**src/rtl/per_uart_tx_pkg.sv**
```systemverilog
// Shared bus encodings, register offsets and FSM state type for the UART transmitter.
package per_uart_tx_pkg;

    // Slave-select encoding produced by the device select block
    localparam int SEL_W = 2;
    localparam logic [SEL_W-1:0] SEL_NONE   = 2'd0;
    localparam logic [SEL_W-1:0] SEL_MASTER = 2'd1;
    localparam logic [SEL_W-1:0] SEL_SLAVE  = 2'd2;

    // In-device address span of slot 3 (0x18000000-0x1FFFFFFF) and bus word width
    localparam int DEV_ADDR_W = 27;
    localparam int WORD_W     = 32;
    localparam int BYTE_W     = 8;

    // Bus direction
    localparam logic RW_R = 1'b0;
    localparam logic RW_W = 1'b1;

    // Register word offsets (addr_in[3:2])
    localparam logic [1:0] OFF_TXDATA = 2'd0;
    localparam logic [1:0] OFF_STATUS = 2'd1;
    localparam logic [1:0] OFF_BAUD   = 2'd2;
    localparam logic [1:0] OFF_CTRL   = 2'd3;

    localparam logic [WORD_W-1:0] ZERO_WORD = '0;

    typedef enum logic [1:0] {
        ST_IDLE  = 2'd0,
        ST_START = 2'd1,
        ST_DATA  = 2'd2,
        ST_STOP  = 2'd3
    } uart_state_e;

    // A divider of zero would never reach a bit boundary, so it is clamped to one
    function automatic logic [15:0] baud_sanitize(input logic [15:0] v);
        return (v == 16'd0) ? 16'd1 : v;
    endfunction

endpackage

```
**src/rtl/per_uart_fifo.sv**
```systemverilog
// Synchronous TX byte FIFO; push and pop may coincide, including when full.
module per_uart_fifo
    import per_uart_tx_pkg::*;
#(
    parameter int DEPTH = 8,
    parameter int W     = BYTE_W
) (
    input  logic                       clk,
    input  logic                       rst,
    input  logic                       push,
    input  logic                       pop,
    input  logic [W-1:0]               din,
    output logic [W-1:0]               dout,
    output logic                       full,
    output logic                       empty,
    output logic [$clog2(DEPTH):0]     count
);

    localparam int AW = $clog2(DEPTH);
    localparam int CW = AW + 1;
    localparam logic [CW-1:0] FULL_CNT = CW'(DEPTH);

    logic [W-1:0]  r_mem [DEPTH];
    logic [AW-1:0] r_wr_ptr;
    logic [AW-1:0] r_rd_ptr;
    logic [CW-1:0] r_count;
    logic          w_do_push;
    logic          w_do_pop;

    assign full      = (r_count == FULL_CNT);
    assign empty     = (r_count == '0);
    assign count     = r_count;
    assign dout      = r_mem[r_rd_ptr];
    // A full FIFO still accepts a byte when the head leaves in the same cycle
    assign w_do_pop  = pop && !empty;
    assign w_do_push = push && (!full || w_do_pop);

    // Storage array: data only, no reset needed
    always_ff @(posedge clk) begin
        if (w_do_push) begin
            r_mem[r_wr_ptr] <= din;
        end
    end

    // Pointers wrap naturally because DEPTH is a power of two
    always_ff @(posedge clk or negedge rst) begin
        if (!rst) begin
            r_wr_ptr <= '0;
            r_rd_ptr <= '0;
            r_count  <= '0;
        end else begin
            if (w_do_push) begin
                r_wr_ptr <= r_wr_ptr + 1'b1;
            end
            if (w_do_pop) begin
                r_rd_ptr <= r_rd_ptr + 1'b1;
            end
            if (w_do_push && !w_do_pop) begin
                r_count <= r_count + 1'b1;
            end else if (w_do_pop && !w_do_push) begin
                r_count <= r_count - 1'b1;
            end
        end
    end

endmodule

```
**src/rtl/per_uart_tx.sv**
```systemverilog
// xSimBus slot-3 UART transmitter: register decode, baud counter and 8N1 framing FSM.
module per_uart_tx
    import per_uart_tx_pkg::*;
#(
    parameter int FIFO_DEPTH     = 8,
    parameter int BAUD_DIV_RESET = 868
) (
    input  logic                  clk,
    input  logic                  rst,
    input  logic [SEL_W-1:0]      select_as_in,
    input  logic [DEV_ADDR_W-1:0] addr_in,
    input  logic [WORD_W-1:0]     data_in,
    output logic [WORD_W-1:0]     data_out,
    input  logic                  rw_in,
    output logic                  tx_out,
    output logic                  irq_out
);

    localparam int CW = $clog2(FIFO_DEPTH) + 1;

    logic              w_hit;
    logic [1:0]        w_off;
    logic              w_wr;
    logic              w_rd;
    logic              w_push;
    logic              w_pop;
    logic              w_full;
    logic              w_empty;
    logic [CW-1:0]     w_count;
    logic [BYTE_W-1:0] w_dout;
    logic [WORD_W-1:0] w_status;
    logic              w_unused;

    logic [15:0]       r_baud_div;
    logic              r_irq_en;
    logic              r_ovf;
    uart_state_e       r_state;
    logic [BYTE_W-1:0] r_shift;
    logic [15:0]       r_div;
    logic [15:0]       r_baud_cnt;
    logic [2:0]        r_bit_cnt;
    logic              r_tx;

    // Only the first 16 bytes of the slot are populated; higher addresses are holes
    assign w_hit    = (select_as_in == SEL_SLAVE) && (addr_in[DEV_ADDR_W-1:4] == '0);
    assign w_off    = addr_in[3:2];
    assign w_wr     = w_hit && (rw_in == RW_W);
    assign w_rd     = w_hit && (rw_in == RW_R);
    assign w_push   = w_wr && (w_off == OFF_TXDATA);
    assign w_unused = ^{data_in[WORD_W-1:16], addr_in[1:0]};

    // The FSM takes the head when idle, or at the end of a stop bit to chain frames
    assign w_pop = !w_empty &&
                   ((r_state == ST_IDLE) ||
                    ((r_state == ST_STOP) && (r_baud_cnt == 16'd0)));

    per_uart_fifo #(
        .DEPTH (FIFO_DEPTH),
        .W     (BYTE_W)
    ) u_fifo (
        .clk   (clk),
        .rst   (rst),
        .push  (w_push),
        .pop   (w_pop),
        .din   (data_in[BYTE_W-1:0]),
        .dout  (w_dout),
        .full  (w_full),
        .empty (w_empty),
        .count (w_count)
    );

    // Software-visible control registers and the sticky overflow flag
    always_ff @(posedge clk or negedge rst) begin
        if (!rst) begin
            r_baud_div <= 16'(BAUD_DIV_RESET);
            r_irq_en   <= 1'b0;
            r_ovf      <= 1'b0;
        end else begin
            if (w_push && w_full && !w_pop) begin
                r_ovf <= 1'b1;
            end
            if (w_wr) begin
                case (w_off)
                    OFF_STATUS: if (data_in[3]) r_ovf <= 1'b0;
                    OFF_BAUD:   r_baud_div <= baud_sanitize(data_in[15:0]);
                    OFF_CTRL:   r_irq_en   <= data_in[0];
                    default:    ;
                endcase
            end
        end
    end

    // Frame sequencer: the divider is latched per frame so BAUD writes never split a frame
    always_ff @(posedge clk or negedge rst) begin
        if (!rst) begin
            r_state    <= ST_IDLE;
            r_tx       <= 1'b1;
            r_div      <= 16'd1;
            r_baud_cnt <= 16'd0;
            r_bit_cnt  <= 3'd0;
        end else begin
            case (r_state)
                ST_IDLE: begin
                    if (w_pop) begin
                        r_state    <= ST_START;
                        r_tx       <= 1'b0;
                        r_div      <= r_baud_div;
                        r_baud_cnt <= r_baud_div - 16'd1;
                    end
                end
                ST_START: begin
                    if (r_baud_cnt == 16'd0) begin
                        r_state    <= ST_DATA;
                        r_tx       <= r_shift[0];
                        r_baud_cnt <= r_div - 16'd1;
                        r_bit_cnt  <= 3'd0;
                    end else begin
                        r_baud_cnt <= r_baud_cnt - 16'd1;
                    end
                end
                ST_DATA: begin
                    if (r_baud_cnt == 16'd0) begin
                        r_baud_cnt <= r_div - 16'd1;
                        if (r_bit_cnt == 3'd7) begin
                            r_state <= ST_STOP;
                            r_tx    <= 1'b1;
                        end else begin
                            r_bit_cnt <= r_bit_cnt + 3'd1;
                            r_tx      <= r_shift[1];
                        end
                    end else begin
                        r_baud_cnt <= r_baud_cnt - 16'd1;
                    end
                end
                ST_STOP: begin
                    if (r_baud_cnt == 16'd0) begin
                        if (w_pop) begin
                            r_state    <= ST_START;
                            r_tx       <= 1'b0;
                            r_div      <= r_baud_div;
                            r_baud_cnt <= r_baud_div - 16'd1;
                        end else begin
                            r_state <= ST_IDLE;
                        end
                    end else begin
                        r_baud_cnt <= r_baud_cnt - 16'd1;
                    end
                end
                default: begin
                    r_state <= ST_IDLE;
                    r_tx    <= 1'b1;
                end
            endcase
        end
    end

    // Shift register: loaded on pop, advanced at each data-bit boundary
    always_ff @(posedge clk) begin
        if (w_pop) begin
            r_shift <= w_dout;
        end else if ((r_state == ST_DATA) && (r_baud_cnt == 16'd0)) begin
            r_shift <= r_shift >> 1;
        end
    end

    assign tx_out  = r_tx;
    assign irq_out = w_empty && r_irq_en && (r_state == ST_IDLE);

    // Combinational read mux; forced to zero while reset is held
    always_comb begin
        w_status        = ZERO_WORD;
        w_status[0]     = w_full;
        w_status[1]     = w_empty;
        w_status[2]     = (r_state != ST_IDLE);
        w_status[3]     = r_ovf;
        w_status[13:8]  = 6'(w_count);
        data_out        = ZERO_WORD;
        if (rst && w_rd) begin
            case (w_off)
                OFF_STATUS: data_out = w_status;
                OFF_BAUD:   data_out = {16'd0, r_baud_div};
                OFF_CTRL:   data_out = {31'd0, r_irq_en};
                default:    data_out = ZERO_WORD;
            endcase
        end
    end

endmodule
```
**config.mk**
```make
export PLATFORM = sky130hd
export DESIGN_NAME = per_uart_tx
export DESIGN_NICKNAME = d
export VERILOG_FILES = /design/src/rtl/per_uart_tx_pkg.sv /design/src/rtl/per_uart_fifo.sv /design/src/rtl/per_uart_tx.sv
export SDC_FILE = /design/constraint.sdc
export NUM_CORES = 1
export LEC_CHECK = 0
export BUFFER_PORTS_ARGS = -buffer_cell sky130_fd_sc_hd__buf_2
export CAP_MARGIN = 20
export CORE_MARGIN = 2
export CORE_UTILIZATION = 30
export CTS_BUF_LIST = sky130_fd_sc_hd__clkbuf_16
export DETAILED_ROUTE_END_ITERATION = 16
export GPL_ROUTABILITY_DRIVEN = 1
export GPL_TIMING_DRIVEN = 0
export MAX_ROUTING_LAYER = met4
export SETUP_SLACK_MARGIN = 0.15
export SYNTH_ARGS = -nofsm -noshare
export SYNTH_HDL_FRONTEND = slang
export SYNTH_SLANG_ARGS = --single-unit
```
**constraint.sdc**
```tcl
create_clock -name clk -period 3.4 [get_ports clk]
set_input_delay 1.02 -clock clk [delete_from_list [all_inputs] [get_ports clk]]
set_output_delay 1.02 -clock clk [all_outputs]
set_load 0.005 [all_outputs]
```
=== After elaboration in Yosys (flattened, before gate mapping) ===
Memory sizes are Yosys's and may differ from the RTL's.
Cells that the tools add are included.

* Register bits after elaboration: 74
* Latch bits: 0
* Memory bits (writable): 64
* Bits in read-only memories: 0
* Output and inout bits: 34
* Logic and storage cells: 115
* Memories: 1

{| class="wikitable"
|+ Memory list
! name !! depth !! width !! read ports !! clocked after memory_dff !! write ports !! line !! text
|-
| u_fifo.r_mem || 8 || 8 || 1 || 0 || 1 || per_uart_fifo.sv:23 || <nowiki>logic [W-1:0] r_mem [DEPTH];</nowiki>
|}

* Add/sub/neg operators: 8
* Multiply operators: 0
* Div/mod/pow operators: 0
* Order comparisons: 0
* Equality and inequality tests: 15
* Shift-type cells: 0
* Mux-type cells: 37
* Bitwise logic cells: 1
* Reductions and logical operators: 41

{| class="wikitable"
|+ Operator list
! cell !! count
|-
| two-way mux 16 bit || 7
|-
| one-hot mux 16 bit (3 select lines) || 2
|-
| subtractor 16 x 1 -> 16 bit (second input constant) || 3
|-
| logical NOT 16 bit || 2
|-
| one-hot mux 16 bit (2 select lines) || 1
|-
| logical NOT 23 bit || 1
|-
| logical AND 1 bit || 16
|-
| two-way mux 8 bit || 2
|-
| two-way mux 1 bit || 12
|-
| == test 2 bit (second input constant) || 5
|-
| two-way mux 2 bit || 5
|-
| nonzero test 2 bit || 5
|-
| adder 3 x 1 -> 3 bit (second input constant) || 3
|-
| two-way mux 3 bit || 3
|-
| two-way mux 4 bit || 2
|-
| != test 2 bit (second input constant) || 4
|-
| one-hot mux 2 bit (4 select lines) || 1
|-
| one-hot mux 3 bit (2 select lines) || 1
|-
| AND reduction 2 bit || 3
|-
| logical NOT 1 bit || 5
|-
| AND reduction 5 bit || 1
|-
| adder 4 x 1 -> 4 bit (second input constant) || 1
|-
| == test 2 x 1 -> 1 bit (second input constant) || 2
|-
| == test 4 bit (second input constant) || 1
|-
| other kinds (11) || 14
|}

=== Logic depth before layout (Yosys ltp) ===
Gate-level depths: netlist of the first run.

* Depth in word-level cells: 11
* Mapped depth: 16

=== Cells and area by module ===
A second synthesis of the first run with hierarchy kept.

* Cell total of the unflattened synthesis: 636
* Area, all modules: 7453.4 sq um

{| class="wikitable"
|+ By module, submodules not included
! module !! times used !! cells each !! area an instance (sq um) !! seq. area each (sq um)
|-
| per_uart_tx || 1 || 480 || 4390.5 || 1650.3
|-
| per_uart_fifo || 1 || 156 || 3062.9 || 2172.1
|}

=== Worst setup path before layout of the first run ===
OpenSTA, ideal clock, no wires.

* Kind: input -> register
* Start: input port addr_in[6]
* End: register u_fifo.r_count[3], in the netlist u_fifo.count[3]
* Library setup time: 125 ps
* Data arrival time: 3352 ps
* Setup slack: -78 ps
* Stages on the path: 12
* Path buffers: 0
* Cell sequence: nor4_1 nand4_1 nor4_2 and3_1 ha_1 inv_1 ha_1 a21o_1 a21oi_1 xnor2_1 nor2_1 xor2_1

* Longest elaborated chain between the ends: 8
* Elaborated cells on any way between the ends: 10

{| class="wikitable"
|+ RTL lines
! element !! line !! text
|-
| start, declared || per_uart_tx.sv:11 || <nowiki>input logic [DEV_ADDR_W-1:0] addr_in,</nowiki>
|-
| logical NOT 23 bit (*) || per_uart_tx.sv:45 || <nowiki>assign w_hit = (select_as_in == SEL_SLAVE) && (addr_in[DEV_ADDR_W-1:4] == '0);</nowiki>
|-
| logical AND 1 bit (*) || per_uart_tx.sv:45 ||
|-
| logical AND 1 bit (*) || per_uart_tx.sv:47 || <nowiki>assign w_wr = w_hit && (rw_in == RW_W);</nowiki>
|-
| logical AND 1 bit (*) || per_uart_tx.sv:49 || <nowiki>assign w_push = w_wr && (w_off == OFF_TXDATA);</nowiki>
|-
| logical AND 1 bit (*) || per_uart_fifo.sv:36 || <nowiki>assign w_do_push = push && (!full || w_do_pop);</nowiki>
|-
| named net u_fifo.w_do_push || per_uart_fifo.sv:27 || <nowiki>logic w_do_push;</nowiki>
|-
| logical NOT 1 bit || per_uart_fifo.sv:60 || <nowiki>end else if (w_do_pop && !w_do_push) begin</nowiki>
|-
| logical AND 1 bit || per_uart_fifo.sv:60 ||
|-
| nonzero test 2 bit (no source line) || - ||
|-
| end signal, assigned || per_uart_fifo.sv:59 || <nowiki>r_count <= r_count + 1'b1;</nowiki>
|-
| end signal, assigned || per_uart_fifo.sv:61 || <nowiki>r_count <= r_count - 1'b1;</nowiki>
|-
| end, declared || per_uart_fifo.sv:26 || <nowiki>logic [CW-1:0] r_count;</nowiki>
|}

Mark *: on every way through the listed nets, which the timed path passes. The rest lies on a longest branch.
A chain may end at the register's enable or synchronous reset.

=== Final worst setup path of the first run ===
* Start: input port addr_in[26]
* End: output port data_out[1]

* Longest elaborated chain between the ends: 5

{| class="wikitable"
|+ RTL lines
! element !! line !! text
|-
| logical NOT 23 bit || per_uart_tx.sv:45 ||
|-
| logical AND 1 bit || per_uart_tx.sv:45 ||
|-
| logical AND 1 bit || per_uart_tx.sv:48 || <nowiki>assign w_rd = w_hit && (rw_in == RW_R);</nowiki>
|-
| logical AND 1 bit || per_uart_tx.sv:178 || <nowiki>if (rst && w_rd) begin</nowiki>
|-
| two-way mux 16 bit || per_uart_tx.sv:178 ||
|-
| end, declared || per_uart_tx.sv:13 || <nowiki>output logic [WORD_W-1:0] data_out,</nowiki>
|}

Every way passes these cells.

==> results.toml, run 1 <==
[cts]
cts_tree = "built"
ctsLongestPathBuffers = 2
htree_num_levels = 4
cts_hold_repair.buffers = 0
worstSkewPairLatency_ns = 0.43
cts.root.buffer_cell = "sky130_fd_sc_hd__clkbuf_16"
path_clk_slew_ns = 0.07
cts_made_buffers = 17
tritoncts_num_sinks = 138

[synth]
synth_area_per_cell_sq_um = 12.0
most_common_flop_cell_mapped_by_yosys = "sky130_fd_sc_hd__edfxtp_1"
synth.yosys.seq_area_share_pct = 49.9
synth.yosys.warnings = 0
ys_types = 76
number_of_enable_type_register_cells_in_the_synthesized_netlist = 72
ys_top_cells_by_area = "sky130_fd_sc_hd__edfxtp_1, sky130_fd_sc_hd__dfrtp_1, sky130_fd_sc_hd__mux4_2"
synth.largest_area_cell = "sky130_fd_sc_hd__edfxtp_1"
synth_top_area_share_pct = 28.2
synth_async_sr_flop_share_pct = 47.8
synthesis.area_sq_mm = 0.00766
postSynthRegisterBits = 138
netlist_instances = 640

[cells_and_area]
syn2layout_area_growth_pct = 22.1
nets = 835
n_fill_cell = 2501
mostFrequentLayoutCell = "sky130_fd_sc_hd__edfxtp_1"
final_core_util_pct = 37.2
final_cell_area_sq_mm = 0.00935
antenna-diode-count = 0
most-common-layout-cells = "sky130_fd_sc_hd__edfxtp_1, sky130_fd_sc_hd__buf_2, sky130_fd_sc_hd__dfrtp_1"
drive_above_1_share_pct = 30.4

[die]
die_x_microns = 164
core_region_area_sq_mm = 0.0251
die_height_microns = 164
floorplan.die_area_sq_mm = 0.0268
initial_utilization_pct = 30.5
io-pin-count = 98
standard_cell_rows = 58

[sta]
maxClockFrequency_mhz = 300
finalHoldViolations = 0
final_setup_skew_ns = 0.00924
min_period_over_period_pct = 97.9
timing.slew.headroom_pct = 45.8
worstMarginPinSlew_ns = 0.801
timing.final.crit_period_ns = 3.33
grt_setup_unrepaired = "yes"
slew_viol_final = 0
setup-violations-final = 0

[critical_path]
crit_arrival_ns = 2.31
worstSetupStartpointType = "input pin"
critical_path.slowest_cell = "sky130_fd_sc_hd__nor4b_4"
cp_slowest_stage_delay_ns = 0.28
critPathTopFamily = "simple AND/OR/NAND/NOR gates"
crit_buf_inv = 3
end_kind = "output port"
critical_path.cell_chain = "buf_6 -> nor4b_4 -> nand4_1 -> nor2_2 -> buf_4 -> nand3_4 -> nor2_1 -> buf_2"
cp.required_ns = 2.38
setup.worst_path.class = "input pin to output port"
critPathMaxFanout = 8

[global_routing]
pin_count_of_the_biggest_net_entering_global_routing = 52
grt_first_pass_wirelength_microns = 30800
grt_overflow_total = 0
global_route_usage_sum_pct = 15.4
vias_in_the_first_global_route = 5405
antenna_violations_before_repair = 0

[route]
drt-pass1-iter-count = 7
routedWlPerCell_microns = 17.8
total_drc_errors_in_the_routed_layout = 0
vias = 5603
ant_nets = 0
dr.first_iter.drc_count = 486
wl_microns = 19500
detail_route.vias_per_cell = 5.11

[place]
io_buffer_count = 63
dp.final_hpwl_microns = 14100
placement.cell_area_sq_mm = 0.00857
globalplace.congestion = 0.886

[power]
combPwrFrac_pct = 12.7
power.switching_fraction_pct = 27.6
sequential_power_share_pct = 43.5
p_sw_mw = 1.16
p_leak_nw = 3.81
power.total_mw = 4.21
power_per_cell_area_mw_per_mm2 = 450
clockPowerShare_pct = 43.8
ir_worst_vdd_v = 0.000371
cellInternalPower_mw = 3.05

[job]
cap_violations = 0

[worst_hold_path]
hold_crit_class = "input pin to asynchronous set/reset pin"

[status]
run_status = "complete, no violations"
==> power by group through the flow <==
stage	sequential [mW]	combinational [mW]	clock (mW)
after floorplan	1.85	0.379	0
after detailed placement	1.86	0.542	0
after global routing	1.84	0.592	1.94
final	1.83	0.534	1.84
after CTS	1.83	0.547	1.88
after global placement	1.86	0.531	0
==> worst paths after layout <==
path / slack [ns] / cells after the start / start / to
min: 0.48 / 1 / rst / r_baud_cnt[8]
min in group clk: 0.52 / 2 / r_div[0] / r_div[0]
max reg2reg: 0.32 / 14 / u_fifo.count[1] / u_fifo.count[3]
max: 0.07 / 8 / addr_in[26] / data_out[1]
min reg2reg: 0.52 / 2 / r_div[0] / r_div[0]
max in group asynchronous: 2.31 / 2 / rst / r_div[0]
==> stage by stage <==
| step | TNS (ns) | hold WS (ns) | setup WS, ns | std cells |
|---|---|---|---|---|
| 5_1_grt | -0.504 | 0.489 | -0.0529 | 1097 |
| 6_report | 0 | 0.477 | 0.0711 | 1097 |
| 3_3_place_gp | -29.37 | 0.508 | -1.01 | 1048 |
| 2_1_floorplan | 0 | 0.486 | 0.119 | 655 |
| 3_5_place_dp | -13.06 | 0.513 | -0.282 | 1052 |
| 4_1_cts | 0 | 0.479 | 0.0727 | 1087 |
==> registers in the layout (all words and copies together), names as in the netlist <==
name / cells
r_shift: 8
r_ovf: 1
tx_out: 1
r_baud_div: 16
u_fifo.r_mem: 64
r_baud_cnt: 16
u_fifo.r_wr_ptr: 3
u_fifo.count: 4
r_irq_en: 1
r_state: 2
r_div: 16
u_fifo.r_rd_ptr: 3
r_bit_cnt: 3
==> Yosys cell counts, drive strengths merged, types with 8 or more instances <==
cell / number
a21oi: 13
a22oi: 9
and3: 13
buf: 35
clkbuf: 8
dfrtp: 59
edfxtp: 72
ha: 16
inv: 20
mux2: 35
mux2i: 19
mux4: 16
nand2: 47
nand3: 16
nand4: 11
nor2: 46
nor3: 16
nor4: 22
o21ai: 21
xnor2: 24
xor2: 14
==> routing by layer <==
| metal | share of wire [%] | routed length (microns) | track usage, % | vias up |
|---|---|---|---|---|
| met3 | 4.6 | 900 | 2.15 | 33 |
| met1 | 45 | 8830 | 20.5 | 2754 |
| met2 | 48 | 9280 | 23.6 | 167 |
| li1 | - | - | - | 2649 |
| met5 | 0 | 0 | - | - |
| met4 | 2.5 | 488 | 6.54 | 0 |
==> cell type report <==
cell class	count	area (sq um)	area share (%)
clock inverter	15	176	1.89
inverter	20	80.1	0.856
timing repair buffer	80	489	5.23
sequential	138	3820	40.9
multi-input combinational	454	3660	39.2
clock buffer	17	425	4.55
buffer	43	284	3.04
tap	330	413	4.41
==> logic make-up (layout without fill, tap and decap cells) <==
logic type	count (synthesis)	after routing	share of synthesized area, %
other	1	16	0.0490
xor gates and xnor gates	38	38	4.34
DFF	138	138	49.9
buffers and inverters	63	175	4.69
and+or+nand+nor	205	205	15.3
adders and majority gates	17	17	2.87
AOI/OAI and AO/OA	108	108	10.1
muxes	70	70	12.8
==> repair_timing <==
item / 4_1_cts / 5_1_grt
buffers inserted: 3 / 10
resized for setup: 11 / 9
pin swaps: 5 / 6
setup endpoints to repair: 18 / 46
gates cloned: 0 / 0
No activity file was read; power rests on OpenSTA's default activity.
==> run 2, diff against run 1 <==
CORE_UTILIZATION = 35   (was 30)
RECOVER_POWER = 25   (was not set)
==> run 2 against run 1 <==
  * Clock skew increased by 0.0046 ns
  * Fmax decreased by 1.8%
  * Global-route usage increased by 2.0 points
  * Register-to-register slack got worse by 0.05 ns
  * Wire length decreased by 2.2%
  * Count of clock-buffer cells in the layout unchanged
  * Hold slack got worse by 0.017 ns
  * Flip-flop and latch count unchanged
  * First-iteration DRC count increased by 15%
==> results.toml, run 2 (synthesis results as in run 1) <==
[cells_and_area]
sequential_cell_area_sq_mm = 0.00382
drive_above_1_share_pct = 29.9
most-common-layout-cells = "sky130_fd_sc_hd__edfxtp_1, sky130_fd_sc_hd__buf_2, sky130_fd_sc_hd__dfrtp_1"
mostFrequentLayoutCell = "sky130_fd_sc_hd__edfxtp_1"
n_fill_cell = 2040
largest_reg_flops = 64
multi_input_area_sq_mm = 0.00374
nets = 825
final_cells = 1037
antenna-diode-count = 0
syn2layout_area_growth_pct = 21.1
final_core_util_pct = 42.9
registers.top_by_ff_count = "u_fifo.r_mem"

[critical_path]
cp.required_ns = 2.38
crit_arrival_ns = 2.37
critPathMaxFanout = 8
critPathTopFamily = "simple AND/OR/NAND/NOR gates"
end_kind = "output port"
crit_buf_inv = 3
critical_path.slowest_cell = "sky130_fd_sc_hd__nor4b_4"
setup.worst_path.class = "input pin to output port"
critical_path.cell_chain = "buf_6 -> nor4b_4 -> nand4_1 -> nor2_2 -> buf_4 -> and3_4 -> and3_4 -> buf_6"
cp_slowest_stage_delay_ns = 0.26
worstSetupStartpointType = "input pin"

[global_routing]
pin_count_of_the_biggest_net_entering_global_routing = 55
grt_overflow_total = 0
global_routing_met1_resource_utilization_pct = 23.0
global_route_usage_sum_pct = 17.4
vias_in_the_first_global_route = 5436
antenna_violations_before_repair = 0
use_met3_pct = 3.99
top_usage_layer = "met2"
grt_first_pass_wirelength_microns = 30500
grt.met2_usage_pct = 26.6

[cts]
cts_tree = "built"
ctsLongestPathBuffers = 2
cts_made_buffers = 17
cts_hold_repair.buffers = 0
worstSkewPairLatency_ns = 0.42
htree_num_levels = 4
tritoncts_num_sinks = 138
path_clk_slew_ns = 0.07
cts.root.buffer_cell = "sky130_fd_sc_hd__clkbuf_16"

[power]
power_per_cell_area_mw_per_mm2 = 448
ir_worst_vdd_v = 0.000428
p_leak_nw = 3.74

[route]
vias = 5585
ant_nets = 0
detail_route.vias_per_cell = 5.39
wl_microns = 19100
drt-pass1-iter-count = 5
dr.first_iter.drc_count = 560
total_drc_errors_in_the_routed_layout = 0
routedWlPerCell_microns = 18.4

[die]
initial_utilization_pct = 35.4
floorplan.die_area_sq_mm = 0.0231
die_height_microns = 152
standard_cell_rows = 54
core_region_area_sq_mm = 0.0216
io-pin-count = 98
die_x_microns = 152

[sta]
maxClockFrequency_mhz = 295
setup-violations-final = 0
slew_viol_final = 0
timing.final.crit_period_ns = 3.39
grt_setup_unrepaired = "yes"
final_setup_skew_ns = 0.0138
min_period_over_period_pct = 99.7
worstMarginPinSlew_ns = 0.845
timing.slew.headroom_pct = 42.9
finalHoldViolations = 0

[job]
cap_violations = 0

[place]
io_buffer_count = 63
globalplace.congestion = 0.904
dp.final_hpwl_microns = 13900
place_inst = 999

[worst_hold_path]
hold_crit_class = "input pin to asynchronous set/reset pin"

[status]
run_status = "complete, no violations"
[run 2: changes by cell type in the layout (fill, tap and decap cells not counted), moves of 3 or more]
cell	before	now
sky130_fd_sc_hd__clkbuf_1	8	14
sky130_fd_sc_hd__buf_4	32	22
sky130_fd_sc_hd__nor2_2	5	10
sky130_fd_sc_hd__clkinv_8	5	0
sky130_fd_sc_hd__nor2_4	2	6
sky130_fd_sc_hd__nor4_2	5	1
sky130_fd_sc_hd__buf_6	8	12
sky130_fd_sc_hd__nor2_1	39	30
sky130_fd_sc_hd__buf_2	70	59
sky130_fd_sc_hd__and3_4	1	4
[run 2: path summary, 6_finish.rpt]
kind                                      start         endpoint  slack, ns  cells after the start
max in group asynchronous                   rst         r_div[0]       2.33                      2
worst min register to register       r_shift[5]       r_shift[4]       0.51                      2
worst min-delay path                        rst   r_baud_cnt[13]       0.46                      1
min in group clk                     r_shift[5]       r_shift[4]       0.51                      2
worst max register to register    r_baud_cnt[0]  u_fifo.count[3]       0.27                     16
worst max-delay path            select_as_in[0]      data_out[6]       0.01                      8
[run 2: layout make-up]
type	count	share of cell area [%]
Inverter	20	0.863
Clock buffer	17	4.59
Tap cell	280	3.78
Multi-Input combinational cell	454	40.3
Buffer	43	3.08
Clock inverter	15	1.52
Sequential cell	138	41.2
Timing Repair Buffer	70	4.64
[run 2: stage by stage]
| stage | hold WS, ns | setup WS, ns | total power, mW | setup TNS [ns] | area [sq um] |
|---|---|---|---|---|---|
| detailed placement | 0.508 | -0.331 | 2.41 | -12.22 | 8490 |
| global placement | 0.503 | -1.14 | 2.39 | -31.49 | 8450 |
| floorplan | 0.486 | 0.119 | 2.23 | 0 | 7780 |
| finish | 0.460 | 0.00982 | 4.16 | 0 | 9280 |
| CTS | 0.461 | 0.0705 | 4.18 | 0 | 9160 |
| global route | 0.463 | -0.0764 | 4.33 | -0.798 | 9280 |
[run 2: worst register-to-register path: stages, from the launching register on]
cell and delay (ns):
sky130_fd_sc_hd__dfrtp_1 0.41, sky130_fd_sc_hd__inv_1 0.13, sky130_fd_sc_hd__ha_1 0.24, sky130_fd_sc_hd__nor3b_2 0.38, sky130_fd_sc_hd__nand3_1 0.12, sky130_fd_sc_hd__o21ai_1 0.15
sky130_fd_sc_hd__buf_6 0.20, sky130_fd_sc_hd__inv_4 0.09, sky130_fd_sc_hd__clkbuf_4 0.23, sky130_fd_sc_hd__ha_4 0.21, sky130_fd_sc_hd__inv_4 0.07, sky130_fd_sc_hd__ha_4 0.19
sky130_fd_sc_hd__a21o_1 0.16, sky130_fd_sc_hd__a21oi_2 0.13, sky130_fd_sc_hd__xnor2_1 0.12, sky130_fd_sc_hd__nor2_1 0.07, sky130_fd_sc_hd__xor2_1 0.13
[run 2: power breakdown]
group,internal [mW],leakage [nW],switching [mW]
Combinational,0.267,1.97,0.274
Sequential,1.79,1.49,0.0459
Clock,1.02,0.277,0.762
Total,3.08,3.74,1.08
[run 2: timing repair]
item | in CTS | in global routing
pin swaps | 6 | 8
setup endpoints to repair | 17 | 66
buffers inserted | 4 | 2
resized for setup | 15 | 28
[run 2: layer usage]
metal	up-vias	share of wire, %
li1	2618	-
met5	-	0
met3	28	6.2
met2	202	46
met4	0	1.7
met1	2737	46
